===== config.mk =====
export PLATFORM = sky130hd
export DESIGN_NAME = control_reloj_flat
export DESIGN_NICKNAME = d
export VERILOG_FILES = /design/src/rtl/control_reloj_if.sv /design/src/rtl/control_reloj.sv /design/src/flat_wrapper.sv
export SDC_FILE = /design/constraint.sdc
export NUM_CORES = 1
export LEC_CHECK = 0
export ABC_AREA = 1
export BUFFER_PORTS_ARGS = -buffer_cell sky130_fd_sc_hd__buf_4
export CAP_MARGIN = 5
export CORE_MARGIN = 3
export CORE_UTILIZATION = 30
export DETAILED_ROUTE_END_ITERATION = 10
export PLACE_DENSITY = 0.44
export SYNTH_ARGS = -nofsm -noshare
export SYNTH_HDL_FRONTEND = slang
export SYNTH_SLANG_ARGS = --single-unit

===== constraint.sdc =====
create_clock -name clk -period 2.1 [get_ports clk]
set_clock_uncertainty 0.15 [all_clocks]
set_input_delay 0.105 -clock clk [delete_from_list [all_inputs] [get_ports clk]]
set_output_delay 0.105 -clock clk [all_outputs]
set_load 0.005 [all_outputs]

===== src/rtl/control_reloj_if.sv =====
// control_reloj_if
// Groups the button inputs and the timing/mode outputs of control_reloj.
//   btn_modo, btn_ajuste : raw push-buttons (asynchronous, active-high)
//   tick_seg             : one-cycle seconds advance pulse
//   inc_min, inc_hora    : one-cycle increment pulses for the time counter
//   clr_seg              : one-cycle seconds clear pulse
//   modo                 : 00 RUN, 01 SET_HORAS, 10 SET_MIN
//   parpadeo             : display blink enable, 1 = digits visible
// master: board / test side.  slave: the controller.
interface control_reloj_if;
    logic       btn_modo;
    logic       btn_ajuste;
    logic       tick_seg;
    logic       inc_min;
    logic       inc_hora;
    logic       clr_seg;
    logic [1:0] modo;
    logic       parpadeo;

    modport master (
        output btn_modo, btn_ajuste,
        input  tick_seg, inc_min, inc_hora, clr_seg, modo, parpadeo
    );

    modport slave (
        input  btn_modo, btn_ajuste,
        output tick_seg, inc_min, inc_hora, clr_seg, modo, parpadeo
    );
endinterface


===== src/rtl/control_reloj.sv =====
// control_reloj
// Mode and timing controller for the 24-hour clock counter: one-second
// prescaler, button synchronizing/debouncing, RUN / SET_HORAS / SET_MIN
// mode machine with auto-repeat increments, and display blink.
// Ports:
//   clk    : system clock, rising edge
//   rst_n  : asynchronous active-low reset
//   bus    : control_reloj_if.slave (buttons in, pulses/mode/blink out)
// All outputs are registered.

// Per-button conditioning: 2-flop synchronizer then a level debouncer.
// The level follows the synchronized input only after it has differed for
// DEB_CYCLES consecutive cycles; any return to the old level restarts.
module control_reloj_deb #(
    parameter int DEB_CYCLES = 500_000
) (
    input  logic clk,
    input  logic rst_n,
    input  logic raw,
    output logic level
);
    localparam int             DW       = $clog2(DEB_CYCLES + 1);
    localparam logic [DW-1:0]  CNT_LAST = DW'(DEB_CYCLES - 1);

    logic          sync1_q, sync1_d, sync2_q, sync2_d, lvl_q, lvl_d;
    logic [DW-1:0] cnt_q, cnt_d;

    always_comb begin
        sync1_d = raw;
        sync2_d = sync1_q;
        lvl_d   = lvl_q;
        cnt_d   = '0;
        if (sync2_q != lvl_q) begin
            if (cnt_q == CNT_LAST) lvl_d = sync2_q;
            else                   cnt_d = cnt_q + 1'b1;
        end
    end

    always_ff @(posedge clk or negedge rst_n) begin
        if (!rst_n) begin
            sync1_q <= 1'b0;
            sync2_q <= 1'b0;
            lvl_q   <= 1'b0;
            cnt_q   <= '0;
        end else begin
            sync1_q <= sync1_d;
            sync2_q <= sync2_d;
            lvl_q   <= lvl_d;
            cnt_q   <= cnt_d;
        end
    end

    assign level = lvl_q;
endmodule

module control_reloj #(
    parameter int CLK_HZ     = 50_000_000,
    parameter int DEB_CYCLES = 500_000,
    parameter int REP_DELAY  = 25_000_000,
    parameter int REP_PERIOD = 6_250_000
) (
    input  logic             clk,
    input  logic             rst_n,
    control_reloj_if.slave   bus
);
    typedef enum logic [1:0] {
        ST_RUN   = 2'b00,
        ST_HORAS = 2'b01,
        ST_MIN   = 2'b10,
        ST_BAD   = 2'b11
    } mode_e;

    localparam int BLK_HALF = (CLK_HZ / 4 > 0) ? CLK_HZ / 4 : 1;
    localparam int PW       = $clog2(CLK_HZ + 1);
    localparam int BW       = $clog2(BLK_HALF + 1);
    localparam int RW       = $clog2(REP_DELAY + 1);
    localparam logic [PW-1:0] PRE_LAST   = PW'(CLK_HZ - 1);
    localparam logic [BW-1:0] BLK_LAST   = BW'(BLK_HALF - 1);
    localparam logic [RW-1:0] REP_LAST   = RW'(REP_DELAY);
    // After a repeat fires the counter reloads so the next one lands
    // REP_PERIOD cycles later at the same REP_LAST compare value.
    localparam logic [RW-1:0] REP_RELOAD = RW'(REP_DELAY - REP_PERIOD + 1);

    // index 0: btn_modo, index 1: btn_ajuste
    logic [1:0] btn_raw, btn_lvl, btn_press, lvl_prev_q, lvl_prev_d;

    assign btn_raw = {bus.btn_ajuste, bus.btn_modo};

    for (genvar i = 0; i < 2; i++) begin : g_deb
        control_reloj_deb #(.DEB_CYCLES(DEB_CYCLES)) u_deb (
            .clk   (clk),
            .rst_n (rst_n),
            .raw   (btn_raw[i]),
            .level (btn_lvl[i])
        );
    end

    assign btn_press = btn_lvl & ~lvl_prev_q;

    mode_e         mode_q, mode_d;
    logic [PW-1:0] pre_q, pre_d;
    logic [BW-1:0] blk_cnt_q, blk_cnt_d;
    logic [RW-1:0] rep_cnt_q, rep_cnt_d;
    logic          blink_q, blink_d, rep_act_q, rep_act_d;
    logic          tick_q, tick_d, inc_min_q, inc_min_d;
    logic          inc_hora_q, inc_hora_d, clr_q, clr_d;
    logic          press_modo, press_aj, lvl_aj, in_set, rep_fire, adj_evt;

    always_comb begin
        lvl_prev_d = btn_lvl;
        press_modo = btn_press[0];
        press_aj   = btn_press[1];
        lvl_aj     = btn_lvl[1];
        in_set     = (mode_q == ST_HORAS) || (mode_q == ST_MIN);

        // Mode machine; the unused code falls back to RUN.
        mode_d = mode_q;
        case (mode_q)
            ST_RUN:   if (press_modo) mode_d = ST_HORAS;
            ST_HORAS: if (press_modo) mode_d = ST_MIN;
            ST_MIN:   if (press_modo) mode_d = ST_RUN;
            default:  mode_d = ST_RUN;
        endcase

        // Prescaler only runs in RUN and sits at 0 otherwise, so re-entering
        // RUN gives a full second before the first tick.
        pre_d  = '0;
        tick_d = 1'b0;
        if (mode_q == ST_RUN) begin
            if (pre_q == PRE_LAST) tick_d = 1'b1;
            else                   pre_d  = pre_q + 1'b1;
        end

        // Auto-repeat: armed by an adjust press, dropped on release, on any
        // mode change and outside the SET modes.
        rep_fire  = rep_act_q && lvl_aj && (rep_cnt_q == REP_LAST);
        rep_act_d = 1'b0;
        rep_cnt_d = '0;
        if (in_set && !press_modo && lvl_aj) begin
            if (press_aj) begin
                rep_act_d = 1'b1;
                rep_cnt_d = RW'(1);
            end else if (rep_act_q) begin
                rep_act_d = 1'b1;
                rep_cnt_d = (rep_cnt_q == REP_LAST) ? REP_RELOAD : rep_cnt_q + 1'b1;
            end
        end

        // A simultaneous mode press wins over an increment.
        adj_evt    = in_set && !press_modo && (press_aj || rep_fire);
        inc_hora_d = adj_evt && (mode_q == ST_HORAS);
        inc_min_d  = adj_evt && (mode_q == ST_MIN);
        clr_d      = press_modo && (mode_q == ST_MIN);

        // Blink restarts visible on every mode entry; steady on in RUN.
        blink_d   = 1'b1;
        blk_cnt_d = '0;
        if (in_set && (mode_d == mode_q)) begin
            blink_d = blink_q;
            if (blk_cnt_q == BLK_LAST) blink_d   = ~blink_q;
            else                       blk_cnt_d = blk_cnt_q + 1'b1;
        end
    end

    always_ff @(posedge clk or negedge rst_n) begin
        if (!rst_n) begin
            lvl_prev_q <= '0;
            mode_q     <= ST_RUN;
            pre_q      <= '0;
            blk_cnt_q  <= '0;
            blink_q    <= 1'b1;
            rep_act_q  <= 1'b0;
            rep_cnt_q  <= '0;
            tick_q     <= 1'b0;
            inc_min_q  <= 1'b0;
            inc_hora_q <= 1'b0;
            clr_q      <= 1'b0;
        end else begin
            lvl_prev_q <= lvl_prev_d;
            mode_q     <= mode_d;
            pre_q      <= pre_d;
            blk_cnt_q  <= blk_cnt_d;
            blink_q    <= blink_d;
            rep_act_q  <= rep_act_d;
            rep_cnt_q  <= rep_cnt_d;
            tick_q     <= tick_d;
            inc_min_q  <= inc_min_d;
            inc_hora_q <= inc_hora_d;
            clr_q      <= clr_d;
        end
    end

    assign bus.tick_seg = tick_q;
    assign bus.inc_min  = inc_min_q;
    assign bus.inc_hora = inc_hora_q;
    assign bus.clr_seg  = clr_q;
    assign bus.modo     = mode_q;
    assign bus.parpadeo = blink_q;
endmodule


===== src/flat_wrapper.sv =====
// flat-port wrapper written by rule: the top's interface ports become plain ports
module control_reloj_flat 
#(
    parameter int CLK_HZ     = 50_000_000,
    parameter int DEB_CYCLES = 500_000,
    parameter int REP_DELAY  = 25_000_000,
    parameter int REP_PERIOD = 6_250_000
)
  (clk, rst_n, bus_btn_modo, bus_btn_ajuste, bus_tick_seg, bus_inc_min, bus_inc_hora, bus_clr_seg, bus_modo, bus_parpadeo);
  control_reloj_if bus_i ();
  input  logic clk;
  input  logic rst_n;
  input wire logic [$bits(bus_i.btn_modo)-1:0] bus_btn_modo;
  input wire logic [$bits(bus_i.btn_ajuste)-1:0] bus_btn_ajuste;
  output wire logic [$bits(bus_i.tick_seg)-1:0] bus_tick_seg;
  output wire logic [$bits(bus_i.inc_min)-1:0] bus_inc_min;
  output wire logic [$bits(bus_i.inc_hora)-1:0] bus_inc_hora;
  output wire logic [$bits(bus_i.clr_seg)-1:0] bus_clr_seg;
  output wire logic [$bits(bus_i.modo)-1:0] bus_modo;
  output wire logic [$bits(bus_i.parpadeo)-1:0] bus_parpadeo;
  assign bus_i.btn_modo = bus_btn_modo;
  assign bus_i.btn_ajuste = bus_btn_ajuste;
  assign bus_tick_seg = bus_i.tick_seg;
  assign bus_inc_min = bus_i.inc_min;
  assign bus_inc_hora = bus_i.inc_hora;
  assign bus_clr_seg = bus_i.clr_seg;
  assign bus_modo = bus_i.modo;
  assign bus_parpadeo = bus_i.parpadeo;
  control_reloj #(.CLK_HZ(CLK_HZ), .DEB_CYCLES(DEB_CYCLES), .REP_DELAY(REP_DELAY), .REP_PERIOD(REP_PERIOD)) u_core (.clk(clk), .rst_n(rst_n), .bus(bus_i));
endmodule

Yosys cells after proc, flatten, opt, wreduce, memory -nomap -nowiden
Cells that the tools add are included.
{"block": "classes", "n_eq_ne": 11, "n_reduce_logical": 15, "bitwise": 3, "mux": 23, "add_sub_neg": 5}
{"operator": "$mux 25", "count": 4}
{"operator": "$mux 19", "count": 4}
{"operator": "$mux 26", "count": 2}
{"operator": "$mux 24", "count": 2}
{"operator": "$add 19x1->19 const B", "count": 2}
{"operator": "$eq 19x19->1 const B", "count": 2}
{"operator": "$add 26x1->26 const B", "count": 1}
{"operator": "$eq 26x26->1 const B", "count": 1}
{"operator": "$add 25x1->25 const B", "count": 1}
{"operator": "$eq 25x25->1 const B", "count": 1}
{"operator": "$add 24x1->24 const B", "count": 1}
{"operator": "$eq 24x24->1 const B", "count": 1}
{"operator": "$logic_and 1x1->1", "count": 9}
{"operator": "$mux 1", "count": 7}
{"operator": "$mux 2", "count": 3}
{"operator": "$pmux 2 s3", "count": 1}
{"operator": "$reduce_and 2->1", "count": 2}
{"operator": "$and 2x2->2", "count": 1}
{"operator": "$eq 2x1->1 const B", "count": 1}
{"operator": "$eq 2x2->1", "count": 1}
{"operator": "$eq 2x2->1 const B", "count": 1}
{"operator": "$logic_not 2->1", "count": 1}
{"operator": "$logic_or 1x1->1", "count": 2}
{"operator": "$ne 1x1->1", "count": 2}
{"operator": "other kinds (4)", "count": 4}
{"block": "totals", "input_bits": 4, "register_bits": 129}

Logic depth before layout (Yosys ltp)
Gate-level depths: netlist of run 1.
{"block": "depth", "word_depth": 7, "ltp_mapped": 11}

Modules after synthesis
A second synthesis of run 1 with hierarchy kept.
{"block": "unflattened", "hier_cells": 1041, "area_unflattened_um2": 7558.5}
{"module": "control_reloj", "seq_area_each_um2": 2128.3, "area_per_inst_um2": 5176.2, "cells_each": 747, "instances": 1}
{"module": "control_reloj_deb", "seq_area_each_um2": 550.5, "area_per_inst_um2": 1191.1, "cells_each": 147, "instances": 2}

Worst setup path after synthesis of run 1
Ideal clock, no wire load.
{"block": "synth_timing", "path_kind": "reg-to-reg", "startpoint": "reg u_core.mode_q[0] (netlist: u_core.bus.modo[0])", "endpoint": "reg u_core.blk_cnt_q[5]", "slack_ns": 0.472, "stages_incl_launch_ff": 10, "arrival_ns": 1.409, "period_less_slack_ns": 1.628, "path_cell_list": "dfrtp_1 inv_1 ha_1 nor2_1 o21ai_1 nand3_1 nand2_2 nand3_4 buf_8 nor2_2"}
{"block": "synth_between", "elab_chain_cells": 5, "word_cells_on_any_way": 11, "classes_between": "eq/ne: 3; mux: 5; reduce/logical: 3"}
{"item": "start: declaration", "line_no": "control_reloj.sv:100", "rtl": "mode_e mode_q, mode_d;"}
{"item": "start signal: assignment", "line_no": "control_reloj.sv:180", "rtl": "mode_q <= mode_d;"}
{"item": "$eq 2x2->1 (tied with other cells)", "line_no": "control_reloj.sv:114, control_reloj.sv:118"}
{"item": "$pmux 2 s3", "line_no": "control_reloj.sv:118", "rtl": "case (mode_q)"}
{"item": "$eq 2x2->1", "line_no": "control_reloj.sv:158", "rtl": "if (in_set && (mode_d == mode_q)) begin"}
{"item": "$logic_and 1x1->1 *", "line_no": "control_reloj.sv:158"}
{"item": "$mux 24 *", "line_no": "control_reloj.sv:158"}
{"item": "net u_core.blk_cnt_d[5]", "line_no": "control_reloj.sv:102", "rtl": "logic [BW-1:0] blk_cnt_q, blk_cnt_d;"}
{"item": "end signal: assignment", "line_no": "control_reloj.sv:182", "rtl": "blk_cnt_q <= blk_cnt_d;"}
{"item": "end: declaration", "line_no": "control_reloj.sv:102"}
Mark *: on every way through the listed nets, which the timed path passes. The rest lies on a longest branch.
A chain may end at the register's enable or synchronous reset.

Worst setup path in the final report of run 1
{"block": "layout_timing", "startpoint": "reg u_core.mode_q[1] (netlist: u_core.bus.modo[1])", "endpoint": "reg u_core.rep_cnt_q[22]"}
{"block": "layout_between", "elab_chain_cells": 5, "word_cells_on_any_way": 6, "classes_between": "eq/ne: 2; mux: 1; reduce/logical: 3"}
{"item": "$eq 2x1->1 / $eq 2x2->1 (equally long branches)", "line_no": "control_reloj.sv:114", "rtl": "in_set = (mode_q == ST_HORAS) || (mode_q == ST_MIN);"}
{"item": "$logic_or 1x1->1 *", "line_no": "control_reloj.sv:114"}
{"item": "$logic_and 1x1->1 * (2 in a row)", "line_no": "control_reloj.sv:139", "rtl": "if (in_set && !press_modo && lvl_aj) begin"}
{"item": "$mux 25 *", "line_no": "control_reloj.sv:139"}
{"item": "net u_core.rep_cnt_d[22]", "line_no": "control_reloj.sv:103", "rtl": "logic [RW-1:0] rep_cnt_q, rep_cnt_d;"}
{"item": "end signal: assignment", "line_no": "control_reloj.sv:185", "rtl": "rep_cnt_q <= rep_cnt_d;"}
{"item": "end: declaration", "line_no": "control_reloj.sv:103"}
Marks and branches as above.

==> flow_summary_export.csv, run 1 <==
group,metric,value,unit
yosys,synth-edff-count,0,
floorplan,core,24300,um2
job,max_cap_viol_count,0,
finish,fin_area,8670,um2
yosys,post-synth-top-count-cell,"nand2_1",
worst_setup_path,path_class,"reg -> reg",
yosys,syn_nets,1042,
routing,vias,6281,
yosys,ys.warnings.count,0,
routing,drtIter0Drc,406,
global_routing,grt_pass1_vias,6408,
timing,rsz0062_at_grt,"no",
timing,maxSlewHeadroom,69.6,%
timing,setup_tns,0,ns
finish,final_cells,1399,
placement,io_buffer_count,10,
clock_network,cts_setup_buffers,0,
yosys,syn-cell-area,7440,um2
yosys,synthDistinctLibCells,36,
pwr,leakagePower,0.00349,uW
finish,nets,1076,
placement,place_inst,1364,
clock_network,clockRootBuffer,"clkbuf_16",
floorplan,initial_core_util,30.6,%
floorplan,die-area,26700,um2
clock_network,htree_levels,4,
clock_network,insertion_delay,0.42,ns
pwr,clkPwrFrac,56.1,%
worst_setup_path,worst-path-buf-inv,2,
pwr,netSwitchingFraction,20.1,%
global_routing,grt_pass1_wl,31900,um
worst_setup_path,cp_slowest_cell,"dfrtp_1",
routing,wl,18400,um
global_routing,antenna_found_initial,0,
yosys,yosysTopAreaCell,"dfrtp_1",
worst_setup_path,start_kind,"flop",
placement,place_area,7970,um2
clock_network,cts_sinks,129,
routing,drc,0,
routing,post_drt_wl_per_cell,13.2,um
timing,max_clock_freq,532,MHz
timing,min_period_over_period,89.5,%
global_routing,grt_max_degree,46,
finish,drive_gt1_share,9.12,%
worst_setup_path,crit_fanout,9,
routing,drt_first_pass_iters,5,
clock_network,cts_buffers,17,
finish,n_fill_cell,2573,
yosys,ys_ff_latch,129,
floorplan,rows,57,
floorplan,die_h,164,um
yosys,synth_area_leaders,"dfrtp_1 (43%), nand2_1 (13%), nor2_1 (13%)",
yosys,ys.flop_type,"dfrtp_1",
worst_hold_path,hold_class,"in -> async",
yosys,async_reset_ff_share,100,%
pwr,power.density,687,nW/um2
pwr,internal_power,4760,uW
yosys,yosysSeqAreaShare,43.4,%
timing,finalMaxSlewViolations,0,
floorplan,die_w,164,um
yosys,synth_common_cells,"nand2_1 (260), nor2_1 (250), dfrtp_1 (128)",
worst_setup_path,end_kind,"flop",
worst_setup_path,critical_path_depth,8,
worst_setup_path,critPathRequiredTime,2.30,ns
timing,setup_violations,0,
worst_setup_path,cpPeakStageDelay,0.44,ns
placement,hpwl,14000,um
routing,avgViaCountPerCell,4.49,
worst_setup_path,crit_chain,"inv_1 -> ha_1 -> nand3_1 -> nor2_2 -> nand2_2 -> inv_2 -> nand2_1 -> nor2_1",
routing,postRouteAntennaNets,0,
worst_setup_path,cp.arrival,2.08,ns
floorplan,top_level_ports,11,
clock_network,clk_pin_slew,0.06,ns
pwr,p_seq_share,42.2,%
worst_setup_path,cp_top_family,"simple AND/OR/NAND/NOR gates",
clock_network,cts_buffer_depth,2,
yosys,synth.avg_cell_area,7.24,um2
timing,hold_violations,0,
global_routing,grtUsageTotal,14.9,%
pwr,p_sw,1200,uW
yosys,synthCells,1028,
finish,area_growth,16.4,%
placement,gp_congestion,0.826,
finish,num_antenna_cells,0,
timing,worst_pin_slew,0.456,ns
yosys,yosysTopAreaCellShare,43.0,%
worst_setup_path,reg2reg_depth,8,
pwr,ir_worst_vdd,0.000395,V
global_routing,grt_overflow,0,
status,status,"finished clean",
clock_network,cts_tree,"built",
timing,period_needed,1.88,ns
pwr,comb_power_share,1.8,%
sequential cells by signal (all words and copies together) (netlist names), 2 cells and up:
register,cells
u_core.blk_cnt_q,24
u_core.bus.modo,2
u_core.g_deb.u_deb.cnt_q,38
u_core.g_deb.u_deb.level,2
u_core.g_deb.u_deb.sync1_q,2
u_core.g_deb.u_deb.sync2_q,2
u_core.lvl_prev_q,2
u_core.pre_q,26
u_core.rep_cnt_q,25
kinds of logic (layout without fill, tap and decap cells):
logic type,after synthesis,count (layout),share of synthesized area [%]
AOI/OAI and AO/OA,27,27,2.03
and+or+nand+nor,686,686,39.9
buffers and inverters,119,166,6.32
DFF,129,129,43.4
adders and majority gates,10,10,1.68
xor gates and xnor gates,57,57,6.71
what timing repair did:
| action | 4_1_cts | 5_1_grt |
|---|---|---|
| endpoints found under the setup margin | 0 | 1 |
| hold buffers | 3 | 0 |
| gates resized for setup | 0 | 1 |
| hold endpoints to repair | 130 | 0 |
worst register-to-register path, stage by stage, from the launching register on:
cell and delay (ns):
dfrtp_1 0.44, inv_1 0.11, ha_1 0.31, nand3_1 0.12
nor2_2 0.18, nand2_2 0.19, inv_2 0.17, nand2_1 0.06
nor2_1 0.09
final cells by class:
cell class / count / area (um2) / share of cell area [%]
clock buffer: 23 / 488 / 5.63
clock inverter: 9 / 176 / 2.04
inverter: 114 / 429 / 4.95
multi-input combinational: 780 / 3750 / 43.3
sequential: 129 / 3230 / 37.3
tap: 324 / 405 / 4.68
timing repair buffer: 20 / 186 / 2.15
path summary, 6_finish.rpt:
kind	end	slack, ns	start
hold reg to reg	u_core.g_deb[0].u_deb.sync2_q	0.20	u_core.g_deb[0].u_deb.sync1_q
max in group asynchronous	u_core.bus.parpadeo	1.09	rst_n
setup reg to reg	u_core.rep_cnt_q[22]	0.22	u_core.bus.modo[1]
hold / removal	u_core.rep_cnt_q[11]	0.04	rst_n
min in group clk	u_core.g_deb[0].u_deb.sync1_q	0.18	bus_btn_modo
setup / recovery	u_core.rep_cnt_q[22]	0.22	u_core.bus.modo[1]
per-stage QoR:
stage	power (uW)	util (%)	hold WS, ns	setup WS, ns
after CTS	6070	35.6	0.0512	0.195
after detailed placement	2660	32.8	-0.0705	0.205
final	5960	35.6	0.0421	0.221
after global routing	6180	35.6	0.0694	0.0248
after floorplan	2580	-	-0.341	0.472
after global placement	2670	32.8	-0.0715	0.209
power by group through the flow:
stage | Clock, uW | Combinational, uW | Sequential (uW)
after floorplan | 0 | 28.9 | 2550
after CTS | 3450 | 113 | 2510
after detailed placement | 0 | 108 | 2560
after global placement | 0 | 109 | 2560
after global routing | 3540 | 124 | 2510
final | 3340 | 105 | 2510
layer usage:
metal  wire (um)  global-route usage (%)  up-vias
met5           0                       0        -
met3         572                    3.53       16
met2        8360                    24.0       75
met4         233                    3.84        0
li1            -                       -     3294
met1        9260                    20.2     2896
cell usage in the layout (no fill, tap or decap), types with 3 or more instances in the layout:
master and count:
nor2_2 23, clkbuf_8 4, nand3_2 3, nand2_2 7
inv_2 7, a21oi_1 15, nand4_1 29, nor3b_1 6
a31oi_1 4, dlygate4sd3_1 3, nand3b_1 6, nor3_2 5
ha_1 10, nor2_1 250, o21bai_1 3, clkbuf_16 17
xor2_1 42, xnor2_1 15, clkinv_2 3, o21ai_0 3
nand3_1 78, inv_1 105, nor3_1 12, bufinv_16 5
buf_4 14, dfrtp_1 128, nand2_1 260
Note: power is estimated with default switching activity, not from simulation.
==> run 2: changes to the inputs <==
- CTS_BUF_LIST: unset -> sky130_fd_sc_hd__clkbuf_4 sky130_fd_sc_hd__clkbuf_8 sky130_fd_sc_hd__clkbuf_16
==> flow_summary_export.csv, run 2 (synthesis gave the netlist of run 1 again) <==
group,metric,value,unit
status,status,"finished clean",
clock_network,htree_levels,4,
timing,setup_tns,0,ns
pwr,comb_power_share,1.7,%
timing,max_clock_freq,533,MHz
routing,drtIter0Drc,432,
timing,setup_violations,0,
pwr,ir_worst_vdd,0.000395,V
floorplan,die_h,164,um
timing,maxSlewHeadroom,69.8,%
routing,wl,18400,um
timing,worst_pin_slew,0.453,ns
placement,place_area,7970,um2
finish,largest-register,"u_core.g_deb.u_deb.cnt_q",
floorplan,rows,57,
timing,holdWs,0.0415,ns
clock_network,cts_setup_buffers,0,
pwr,internal_power,4790,uW
routing,post_drt_wl_per_cell,13.2,um
worst_setup_path,cp.arrival,2.08,ns
global_routing,antenna_found_initial,0,
worst_hold_path,hold_class,"in -> async",
worst_setup_path,r2r_slack,0.22,ns
pwr,p_seq_share,42.0,%
finish,layout.cells.most_common,"nand2_1",
global_routing,grt_max_degree,46,
worst_setup_path,crit_fanout,9,
placement,gp_congestion,0.826,
routing,postRouteAntennaNets,0,
worst_setup_path,path_class,"reg -> reg",
worst_setup_path,start_kind,"flop",
finish,largest_reg_flops,38,
pwr,leakagePower,0.00350,uW
global_routing,grtUsageTotal,14.9,%
routing,drt_first_pass_iters,5,
pwr,power.density,690,nW/um2
worst_setup_path,end_kind,"flop",
placement,hpwl,14000,um
pwr,clkPwrFrac,56.3,%
clock_network,clockRootBuffer,"clkbuf_16",
clock_network,clk_pin_slew,0.06,ns
finish,reg_top3,"u_core.g_deb.u_deb.cnt_q (38), u_core.pre_q (26), u_core.rep_cnt_q (25)",
clock_network,cts_sinks,129,
global_routing,grt_pass1_wl,32000,um
global_routing,grt_overflow,0,
finish,num_antenna_cells,0,
worst_setup_path,critPathRequiredTime,2.30,ns
finish,drive_gt1_share,9.30,%
floorplan,die_w,164,um
floorplan,initial_core_util,30.6,%
clock_network,insertion_delay,0.42,ns
clock_network,cts_buffer_depth,2,
clock_network,cts_tree,"built",
routing,vias,6302,
timing,min_period_over_period,89.3,%
finish,final_util,35.7,%
pwr,netSwitchingFraction,20.0,%
global_routing,grt_pass1_vias,6422,
routing,avgViaCountPerCell,4.50,
finish,final_cell_mix,"nand2_1 (260), nor2_1 (250), dfrtp_1 (128)",
routing,drc,0,
finish,nets,1076,
floorplan,core,24300,um2
timing,rsz0062_at_grt,"no",
job,max_cap_viol_count,0,
finish,fin_area,8680,um2
pwr,p_sw,1200,uW
finish,area_growth,16.5,%
timing,period_needed,1.88,ns
placement,io_buffer_count,10,
timing,hold_violations,0,
floorplan,die-area,26700,um2
timing,finalMaxSlewViolations,0,
clock_network,cts_buffers,17,
floorplan,top_level_ports,11,
-- run 2: cell types whose count changed in the layout (fill, tap and decap cells not counted) --
cell and delta:
clkbuf_4 +2, clkbuf_1 -2
-- run 2: power by group through the flow --
stage | clock [uW] | combinational [uW] | sequential, uW
2_1_floorplan | 0 | 28.9 | 2550
3_3_place_gp | 0 | 109 | 2560
3_5_place_dp | 0 | 108 | 2560
4_1_cts | 3480 | 113 | 2510
5_1_grt | 3570 | 124 | 2510
6_report | 3370 | 104 | 2510
-- run 2: worst paths after layout --
path	end	cells after the start	startpoint
setup / recovery	u_core.rep_cnt_q[22]	8	u_core.bus.modo[1]
hold / removal	u_core.rep_cnt_q[9]	2	rst_n
setup reg to reg	u_core.rep_cnt_q[22]	8	u_core.bus.modo[1]
hold reg to reg	u_core.g_deb[0].u_deb.sync2_q	0	u_core.g_deb[0].u_deb.sync1_q
max in group asynchronous	u_core.bus.parpadeo	3	rst_n
min in group clk	u_core.g_deb[0].u_deb.sync1_q	2	bus_btn_modo
-- run 2: layout make-up --
cell class / count / area [um2]
clock buffers: 23 / 495
clock inverters: 9 / 176
fillers: 2571 / 15600
inverters: 114 / 429
multi-input cells: 780 / 3750
flip-flops and latches: 129 / 3230
well taps: 324 / 405
repair buffers: 20 / 186
-- run 2: metrics by stage --
stage                     setup slack [ns]  total power [uW]  instances
after floorplan                      0.472              2580       1028
after global placement               0.209              2670       1364
after detailed placement             0.205              2660       1364
after CTS                            0.195              6100       1399
after global routing                0.0248              6200       1399
final                                0.224              5980       1399
-- run 2: what timing repair did --
action	4_1_cts	5_1_grt
resized for setup	0	1
hold buffers	3	0
endpoints found under the setup margin	0	1
hold endpoints to repair	130	0
-- run 2: critical path, stage by stage (launching register included) --
cell     delay [ns]
dfrtp_1        0.43
inv_1          0.11
ha_1           0.31
nand3_1        0.12
nor2_2         0.18
nand2_2        0.19
inv_2          0.17
nand2_1        0.06
nor2_1         0.09
-- run 2: routing by layer --
layer / share of wire (%) / global-route usage, % / vias to the layer above / wire [um]
met2: 46 / 24.0 / 86 / 8410
li1: - / - / 3294 / -
met3: 3.6 / 3.53 / 16 / 656
met4: 1.3 / 3.84 / 0 / 242
met5: 0 / 0 / - / 0
met1: 50 / 20.2 / 2906 / 9140
==> run 3: changes to the inputs <==
- BUFFER_PORTS_ARGS: -buffer_cell sky130_fd_sc_hd__buf_4 -> -buffer_cell sky130_fd_sc_hd__clkbuf_2
- CTS_CLUSTER_SIZE: unset -> 24
==> flow_summary_export.csv, run 3 (synthesis gave the netlist of run 1 again) <==
group,metric,value,unit
floorplan,die-area,26700,um2
pwr,p_sw,1200,uW
worst_setup_path,reg2reg_from,"u_core.pre_q[0]",
routing,drt_first_pass_iters,5,
floorplan,die_h,164,um
routing,postRouteAntennaNets,0,
worst_setup_path,cp.arrival,2.01,ns
clock_network,cts_setup_buffers,0,
finish,reg_top3,"u_core.g_deb.u_deb.cnt_q (38), u_core.pre_q (26), u_core.rep_cnt_q (25)",
floorplan,top_level_ports,11,
clock_network,clk_pin_slew,0.06,ns
clock_network,clockRootBuffer,"clkbuf_16",
clock_network,cts-resized-gates,0,
worst_setup_path,path_class,"reg -> reg",
routing,drtIter0Drc,463,
pwr,leakagePower,0.00344,uW
worst_setup_path,start_kind,"flop",
finish,largest_reg_flops,38,
clock_network,ctsHoldBuffers,3,
timing,holdWs,0.0667,ns
routing,wl,18300,um
pwr,comb_power_share,1.9,%
floorplan,initial_core_util,30.6,%
finish,layout.cells.most_common,"nand2_1",
pwr,power.density,652,nW/um2
finish,num_antenna_cells,0,
floorplan,rows,57,
placement,gp_congestion,0.872,
worst_setup_path,end_kind,"flop",
global_routing,grt_max_degree,55,
timing,setup_tns,0,ns
placement,io_buffer_count,10,
clock_network,cts_buffers,17,
floorplan,die_w,164,um
timing,rsz0062_at_grt,"no",
timing,period_needed,1.86,ns
worst_setup_path,cp_slowest_cell,"dfrtp_1",
worst_setup_path,timing.critical_path.from,"u_core.pre_q[0]",
timing,worst_pin_slew,0.543,ns
timing,hold_violations,0,
placement,hpwl,14000,um
timing,max_clock_freq,536,MHz
pwr,clkPwrFrac,53.1,%
finish,drive_gt1_share,9.30,%
floorplan,core,24300,um2
clock_network,cts_tree,"built",
pwr,p_seq_share,45.0,%
finish,final_cell_mix,"nand2_1 (260), nor2_1 (250), dfrtp_1 (128)",
global_routing,grtUsageTotal,14.7,%
clock_network,insertion_delay,0.41,ns
job,max_cap_viol_count,0,
worst_setup_path,crit_fanout,9,
status,status,"finished clean",
timing,finalMaxSlewViolations,0,
pwr,netSwitchingFraction,21.4,%
global_routing,antenna_found_initial,0,
routing,avgViaCountPerCell,4.49,
timing,setup_violations,0,
routing,vias,6278,
global_routing,grt_pass1_vias,6285,
worst_hold_path,hold_class,"in -> async",
worst_setup_path,crit_chain,"ha_1 -> nand2_1 -> nor2_2 -> inv_1 -> nor3_2 -> nand3b_2 -> nand3_1 -> nor2_1",
routing,drc,0,
global_routing,grt_overflow,0,
timing,min_period_over_period,88.8,%
finish,largest-register,"u_core.g_deb.u_deb.cnt_q",
worst_setup_path,critPathRequiredTime,2.24,ns
clock_network,htree_levels,4,
routing,post_drt_wl_per_cell,13.1,um
finish,nets,1076,
global_routing,grt_pass1_wl,31600,um
clock_network,cts_buffer_depth,2,
clock_network,cts_sinks,129,
pwr,internal_power,4390,uW
finish,area_growth,15.0,%
pwr,ir_worst_vdd,0.000404,V
worst_setup_path,cpPeakStageDelay,0.41,ns
timing,maxSlewHeadroom,63.8,%
## run 3: cell type report
cell class / instances / area (um2)
clock buffers: 22 / 482
repair buffers: 20 / 164
clock inverters: 10 / 109
multi-input cells: 780 / 3740
inverters: 114 / 429
well taps: 324 / 405
fillers: 2568 / 15800
flip-flops and latches: 129 / 3230
## run 3: final timing paths
path | to | slack (ns) | cells past startpoint
max reg2reg | u_core.pre_q[14] | 0.24 | 8
max | u_core.pre_q[14] | 0.24 | 8
min reg2reg | u_core.g_deb[0].u_deb.sync2_q | 0.20 | 0
min in group clk | u_core.g_deb[0].u_deb.sync1_q | 0.20 | 2
max in group asynchronous | u_core.g_deb[0].u_deb.cnt_q[18] | 1.10 | 3
min | u_core.rep_cnt_q[23] | 0.07 | 2
## run 3: critical path: cells and delay by family (launching register included)
| family | cells | cell delay [ns] |
|---|---|---|
| DFF | 1 | 0.41 |
| and+or+nand+nor | 6 | 0.83 |
| adders and majority gates | 1 | 0.23 |
| buffers and inverters | 1 | 0.12 |
## run 3: stage by stage
step	instance area (um2)	setup slack [ns]	utilization, %	instances	total power [uW]
global placement	7940	0.202	32.7	1364	2670
finish	8560	0.235	35.2	1399	5580
floorplan	7440	0.472	-	1028	2580
global route	8560	0.0409	35.2	1399	5820
CTS	8560	0.197	35.2	1399	5690
detailed placement	7940	0.193	32.7	1364	2670
## run 3: metal layers
metal	wire (um)	GRT usage, %
met4	180	3.61
met1	9280	20.8
met2	8120	22.9
met5	0	0
met3	672	3.17
## run 3: power by group through the flow
stage	Combinational [uW]	Sequential, uW	Clock [uW]
final	105	2510	2970
after CTS	113	2510	3070
after floorplan	28.9	2550	0
after global routing	126	2510	3190
after global placement	109	2560	0
after detailed placement	108	2560	0
